## src/rtl/enemy_patrol.sv

```systemverilog
// Patrolling enemy: walks between X_MIN and X_MAX, reverses on bump,
// and shows a squashed sprite for a while when stomped before disappearing.
module enemy_patrol #(
  parameter int XW            = 5,
  parameter int TICK_CYCLES   = 37800000,
  parameter int SQUASH_CYCLES = 12600000,
  parameter int X_MIN         = 24,
  parameter int X_MAX         = 26,
  parameter int X_INIT        = 24,
  parameter int Y_INIT        = 12
) (
  input  logic          clk,
  input  logic          reset,
  input  logic [1:0]    game_state,
  input  logic          stomp,
  input  logic          bump,
  input  logic          fast,
  output logic [XW-1:0] enemy_x,
  output logic [XW-1:0] enemy_y,
  output logic          enemy_dir,
  output logic          enemy_alive,
  output logic          squash,
  output logic          step
);

  localparam int CW = $clog2(TICK_CYCLES + 1);
  localparam int SW = $clog2(SQUASH_CYCLES + 1);

  localparam logic [CW-1:0] P_NORM = CW'(TICK_CYCLES);
  localparam logic [CW-1:0] P_FAST = CW'(TICK_CYCLES / 2);
  localparam logic [CW-1:0] CNT_1  = CW'(1);
  localparam logic [SW-1:0] S_LAST = SW'(SQUASH_CYCLES - 1);
  localparam logic [XW-1:0] XMIN   = XW'(X_MIN);
  localparam logic [XW-1:0] XMAX   = XW'(X_MAX);
  localparam logic [XW-1:0] XINIT  = XW'(X_INIT);
  localparam logic [XW-1:0] X_ONE  = XW'(1);

  localparam logic [1:0] GS_END   = 2'd0;
  localparam logic [1:0] GS_ING   = 2'd1;
  localparam logic [1:0] GS_START = 2'd2;
  localparam logic [1:0] GS_PAUSE = 2'd3;

  typedef enum logic [1:0] {
    ST_STOP,
    ST_MOVING,
    ST_SQUASHED,
    ST_DEAD
  } state_e;

  state_e        state_q;
  logic [XW-1:0] x_q;
  logic          dir_q;
  logic          alive_q;
  logic          squash_q;
  logic          step_q;
  logic [CW-1:0] cnt_q;
  logic [SW-1:0] scnt_q;

  logic [CW-1:0] per;
  logic          tick;
  logic          dir_b;
  logic          dir_d;
  logic [XW-1:0] x_d;

  // bump flips direction before the bound check so a coincident tick
  // steps the new way
  always_comb begin
    per   = fast ? P_FAST : P_NORM;
    tick  = (cnt_q >= per);
    dir_b = dir_q ^ bump;
    dir_d = dir_b;
    x_d   = x_q;
    if (dir_b) begin
      if (x_q >= XMAX) begin
        dir_d = 1'b0;
        x_d   = x_q - X_ONE;
      end else begin
        x_d   = x_q + X_ONE;
      end
    end else begin
      if (x_q <= XMIN) begin
        dir_d = 1'b1;
        x_d   = x_q + X_ONE;
      end else begin
        x_d   = x_q - X_ONE;
      end
    end
  end

  always_ff @(posedge clk or negedge reset) begin
    if (!reset) begin
      state_q  <= ST_STOP;
      x_q      <= XINIT;
      dir_q    <= 1'b1;
      alive_q  <= 1'b1;
      squash_q <= 1'b0;
      step_q   <= 1'b0;
      cnt_q    <= CNT_1;
      scnt_q   <= '0;
    end else if (game_state == GS_START) begin
      state_q  <= ST_STOP;
      x_q      <= XINIT;
      dir_q    <= 1'b1;
      alive_q  <= 1'b1;
      squash_q <= 1'b0;
      step_q   <= 1'b0;
      cnt_q    <= CNT_1;
      scnt_q   <= '0;
    end else if (game_state == GS_PAUSE) begin
      step_q <= 1'b0;
    end else begin
      step_q <= 1'b0;
      unique case (state_q)
        ST_STOP: begin
          cnt_q <= CNT_1;
          if (game_state == GS_ING) begin
            state_q <= ST_MOVING;
          end
        end
        ST_MOVING: begin
          if (stomp) begin
            state_q  <= ST_SQUASHED;
            squash_q <= 1'b1;
            cnt_q    <= CNT_1;
            scnt_q   <= '0;
          end else if (game_state == GS_ING) begin
            if (tick) begin
              cnt_q  <= CNT_1;
              x_q    <= x_d;
              dir_q  <= dir_d;
              step_q <= 1'b1;
            end else begin
              cnt_q  <= cnt_q + CNT_1;
              dir_q  <= dir_b;
            end
          end else begin
            state_q <= ST_STOP;
            cnt_q   <= CNT_1;
          end
        end
        ST_SQUASHED: begin
          if (game_state == GS_END || scnt_q >= S_LAST) begin
            state_q  <= ST_DEAD;
            squash_q <= 1'b0;
            alive_q  <= 1'b0;
          end else begin
            scnt_q <= scnt_q + SW'(1);
          end
        end
        ST_DEAD: begin
          cnt_q <= CNT_1;
        end
        default: begin
          state_q <= ST_STOP;
        end
      endcase
    end
  end

  assign enemy_x     = x_q;
  assign enemy_y     = XW'(Y_INIT);
  assign enemy_dir   = dir_q;
  assign enemy_alive = alive_q;
  assign squash      = squash_q;
  assign step        = step_q;

endmodule

```

## config.mk

```make
export PLATFORM = sky130hd
export DESIGN_NAME = enemy_patrol
export DESIGN_NICKNAME = d
export VERILOG_FILES = /design/src/rtl/enemy_patrol.sv
export SDC_FILE = /design/constraint.sdc
export NUM_CORES = 1
export LEC_CHECK = 0
export CORE_ASPECT_RATIO = 0.75
export CORE_UTILIZATION = 30
export DETAILED_ROUTE_END_ITERATION = 10
export PLACE_DENSITY = 0.48
export SLEW_MARGIN = 20
export SYNTH_ARGS = -nofsm -noshare
export SYNTH_HDL_FRONTEND = slang
export SYNTH_SLANG_ARGS = --single-unit
```

## constraint.sdc

```tcl
create_clock -name clk -period 2.7 [get_ports clk]
set_input_delay 0.405 -clock clk [delete_from_list [all_inputs] [get_ports clk]]
set_output_delay 0.405 -clock clk [all_outputs]
set_load 0.02 [all_outputs]
```

==> reports/results.tsv <==
stage	metric	value	unit
global_route	grt_max_degree	38	
worst_setup_path	worstSetupStartpointType	register	
worst_setup_path	r2r-start	state_q[0]	
die	initial_core_util	0.3106	
worst_setup_path	cp_slowest_cell	or4bb_1	
synthesis	synthTopCellsByArea	dfrtp_1 34%, ha_1 7.4%, a22o_1 4.1%	
detailed_routing	antenna_left	0	
power	vdd_ir_drop_max	476.1	µV
worst_setup_path	crit_path_end_kind	register	
worst_setup_path	cp_cell_sequence	inv_1 > ha_1 > or4bb_1 > nor2_1 > o211a_1 > and2_1 > nand2_1 > buf_4 > o22ai_1	
global_route	grt.total_usage	0.1661	
worst_setup_path	crit_fanout	5	
detailed_routing	wl_per_cell	15.81	µm
clock_network	cts_buffer_depth	2	
placed_design	port_buffers	15	
sta	rsz0062_at_grt	false	
final_layout	nets	532	
detailed_routing	totalWireLength	10.70	mm
die	die_x	136.7	µm
run_status	status	finished clean	
worst_setup_path	r2r-end	cnt_q[15]	
power	total_power	3.272	mW
worst_setup_path	crit_required	2.96	ns
worst_hold_path	min_path_type	primary input to asynchronous set/reset pin	
synthesis	synthCells	459	
clock_network	numCtsBuffers	9	
final_layout	utilization	0.3780	
clock_network	postCtsSetupRepairBufs	0	
synthesis	yosysWarnings	0	
synthesis	synth_ff_type	dfrtp_1	
synthesis	synth.most_common_cell	dfrtp_1	
global_route	antenna_found_initial	0	
detailed_routing	drtIter0Drc	208	
synthesis	synth_cell_types	65	
worst_setup_path	cp_top_family	simple AND/OR/NAND/NOR gates	
clock_network	clk_latency	0.34	ns
flow_run	drv_cap	0	
synthesis	ys_ff_latch	61	
detailed_routing	viasPerCell	5.328	
final_layout	fin_area	0.004972	mm²
synthesis	avgSynthCellArea	8.900	µm²
sta	fmax	409.1	MHz
clock_network	numClockSinks	61	
sta	min_period_over_period	0.9054	
final_layout	syn_to_final_growth	21.72	%
die	die_area	0.01409	mm²
power	p_leak	2.227	nW
synthesis	seq_area_frac_synth	0.3752	
global_route	grt_pass1_wl	17.73	mm
clock_network	hold_buffers	0	
synthesis	synth_top_area_frac	0.3430	
die	die-height	103.1	µm
worst_setup_path	critPathBufInv	2	
clock_network	clk_root_buffer_cell	clkbuf_16	
synthesis	syn_area	0.004085	mm²
synthesis	synthArstFlopShare	1.000	
die	rows	36	
synthesis	synth_area_leader_cell	dfrtp_1	
sta	slew_headroom	0.5467	
global_route	overflow	0	
clock_network	cts_resized	0	
final_layout	drive_above_1_share	0.1423	
placed_design	place_area	0.004636	mm²
die	ioPinCount	21	
final_layout	num_antenna_cells	0	
sta	period_minus_slack	2.444	ns
sta	clock_skew	0.01031	ns
placed_design	dp_hpwl	7.763	mm
global_route	grt_pass1_vias	3373	
sta	tightest_slew	0.6800	ns
detailed_routing	num_vias	3607	
detailed_routing	dr.pass1.iters	4	
clock_network	htree_levels	3	
worst_setup_path	max_stage_delay	0.53	ns
synthesis	synth_edf_count	0	
placed_design	gp_congestion	0.8261	
worst_setup_path	worstPathArrival	2.70	ns
sta	setup_viol	0	
worst_setup_path	r2r_slack	0.26	ns
clock_network	cts_tree	done	
clock_network	path_clk_slew	0.06	ns
power	p_per_area	658.1	mW/mm²
sta	drv_slew	0	
sta	hold_violations	0	
synthesis	ys_top_cells_by_count	56 x dfrtp_1, 40 x nand2_1, 39 x nor2_1	
die	core-area	0.01315	mm²
worst_setup_path	critical_path_class	register to register	
detailed_routing	drc_errors	0	
worst_setup_path	ff2ff_path_depth	9	
## where the power goes
part           switching (mW)  internal [mW]  leakage [nW]  total (mW)
Combinational           0.542          0.408          1.24       0.950
Clock                   0.436          0.831         0.158        1.27
Sequential             0.0686          0.986         0.825        1.06
## cells in the final DEF (no fill, tap or decap), types with 8 or more instances in the layout
cell type,Yosys,final
dfrtp_1,56,56
nand2_1,40,40
nor2_1,39,39
buf_4,10,34
nand3_1,25,25
ha_1,24,24
a21oi_1,22,22
o21ai_0,21,21
a22o_1,19,19
inv_1,18,18
a21o_1,16,16
nand4_1,15,15
nor3_1,13,13
clkdlybuf4s50_1,0,13
and3_1,10,10
or3_1,10,10
clkbuf_16,0,9
or4_1,8,8
xor2_1,8,8
## per-stage QoR
stage	setup WS, ns	TNS [ns]	hold WS, ns	std cells
6_report	0.2555	0	0.1012	677
5_1_grt	0.02387	0	0.1566	677
4_1_cts	0.007484	0	0.1282	677
3_5_place_dp	-0.3436	-4.430	0.4971	661
3_3_place_gp	-0.3519	-3.505	0.4838	661
2_1_floorplan	0.2647	0	0.1094	462
## state kept, by name, indices dropped and copies added, names as in the netlist
register / cells
state_q: 2
scnt_q: 24
enemy_x: 5
cnt_q: 26
enemy_alive: 1
squash: 1
enemy_dir: 1
step: 1
## worst max-delay path by stage
stage	start	end	depth (start not counted)
3_5_place_dp	fast	enemy_dir	9
6_report	state_q[0]	cnt_q[15]	9
2_1_floorplan	cnt_q[5]	enemy_x[2]	10
3_3_place_gp	fast	enemy_dir	9
4_1_cts	fast	enemy_dir	9
5_1_grt	scnt_q[0]	scnt_q[16]	7
## routing by layer
| layer | track usage | share of wire | wire (µm) |
|---|---|---|---|
| met1 | 0.2432 | 0.53 | 5682 |
| met2 | 0.2339 | 0.41 | 4365 |
| met3 | 0.03441 | 0.046 | 488 |
| met4 | 0.06923 | 0.015 | 165 |
| met5 | 0 | 0 | 0 |
## area by class of cell
type,instances,area [µm²]
fillers,1352,8180
multi-input cells,358,2366
flip-flops and latches,61,1533
repair buffers,52,462.9
clock buffers,10,239.0
well taps,171,214.0
clock inverters,6,86.33
inverters,19,71.32
## cell families (layout without fill, tap and decap cells)
group / after synthesis / after routing / synth area share
buffers and inverters: 43 / 87 / 0.05053
adder cells (fa/ha/maj): 24 / 24 / 0.07351
XOR/XNOR: 8 / 8 / 0.01715
AND/OR/NAND/NOR: 195 / 195 / 0.2588
multiplexers: 8 / 8 / 0.02021
AO/OA/AOI/OAI: 118 / 118 / 0.2028
other: 2 / 5 / 0.001838
flip-flops: 61 / 61 / 0.3752
Note: power is estimated with default switching activity, not from simulation.
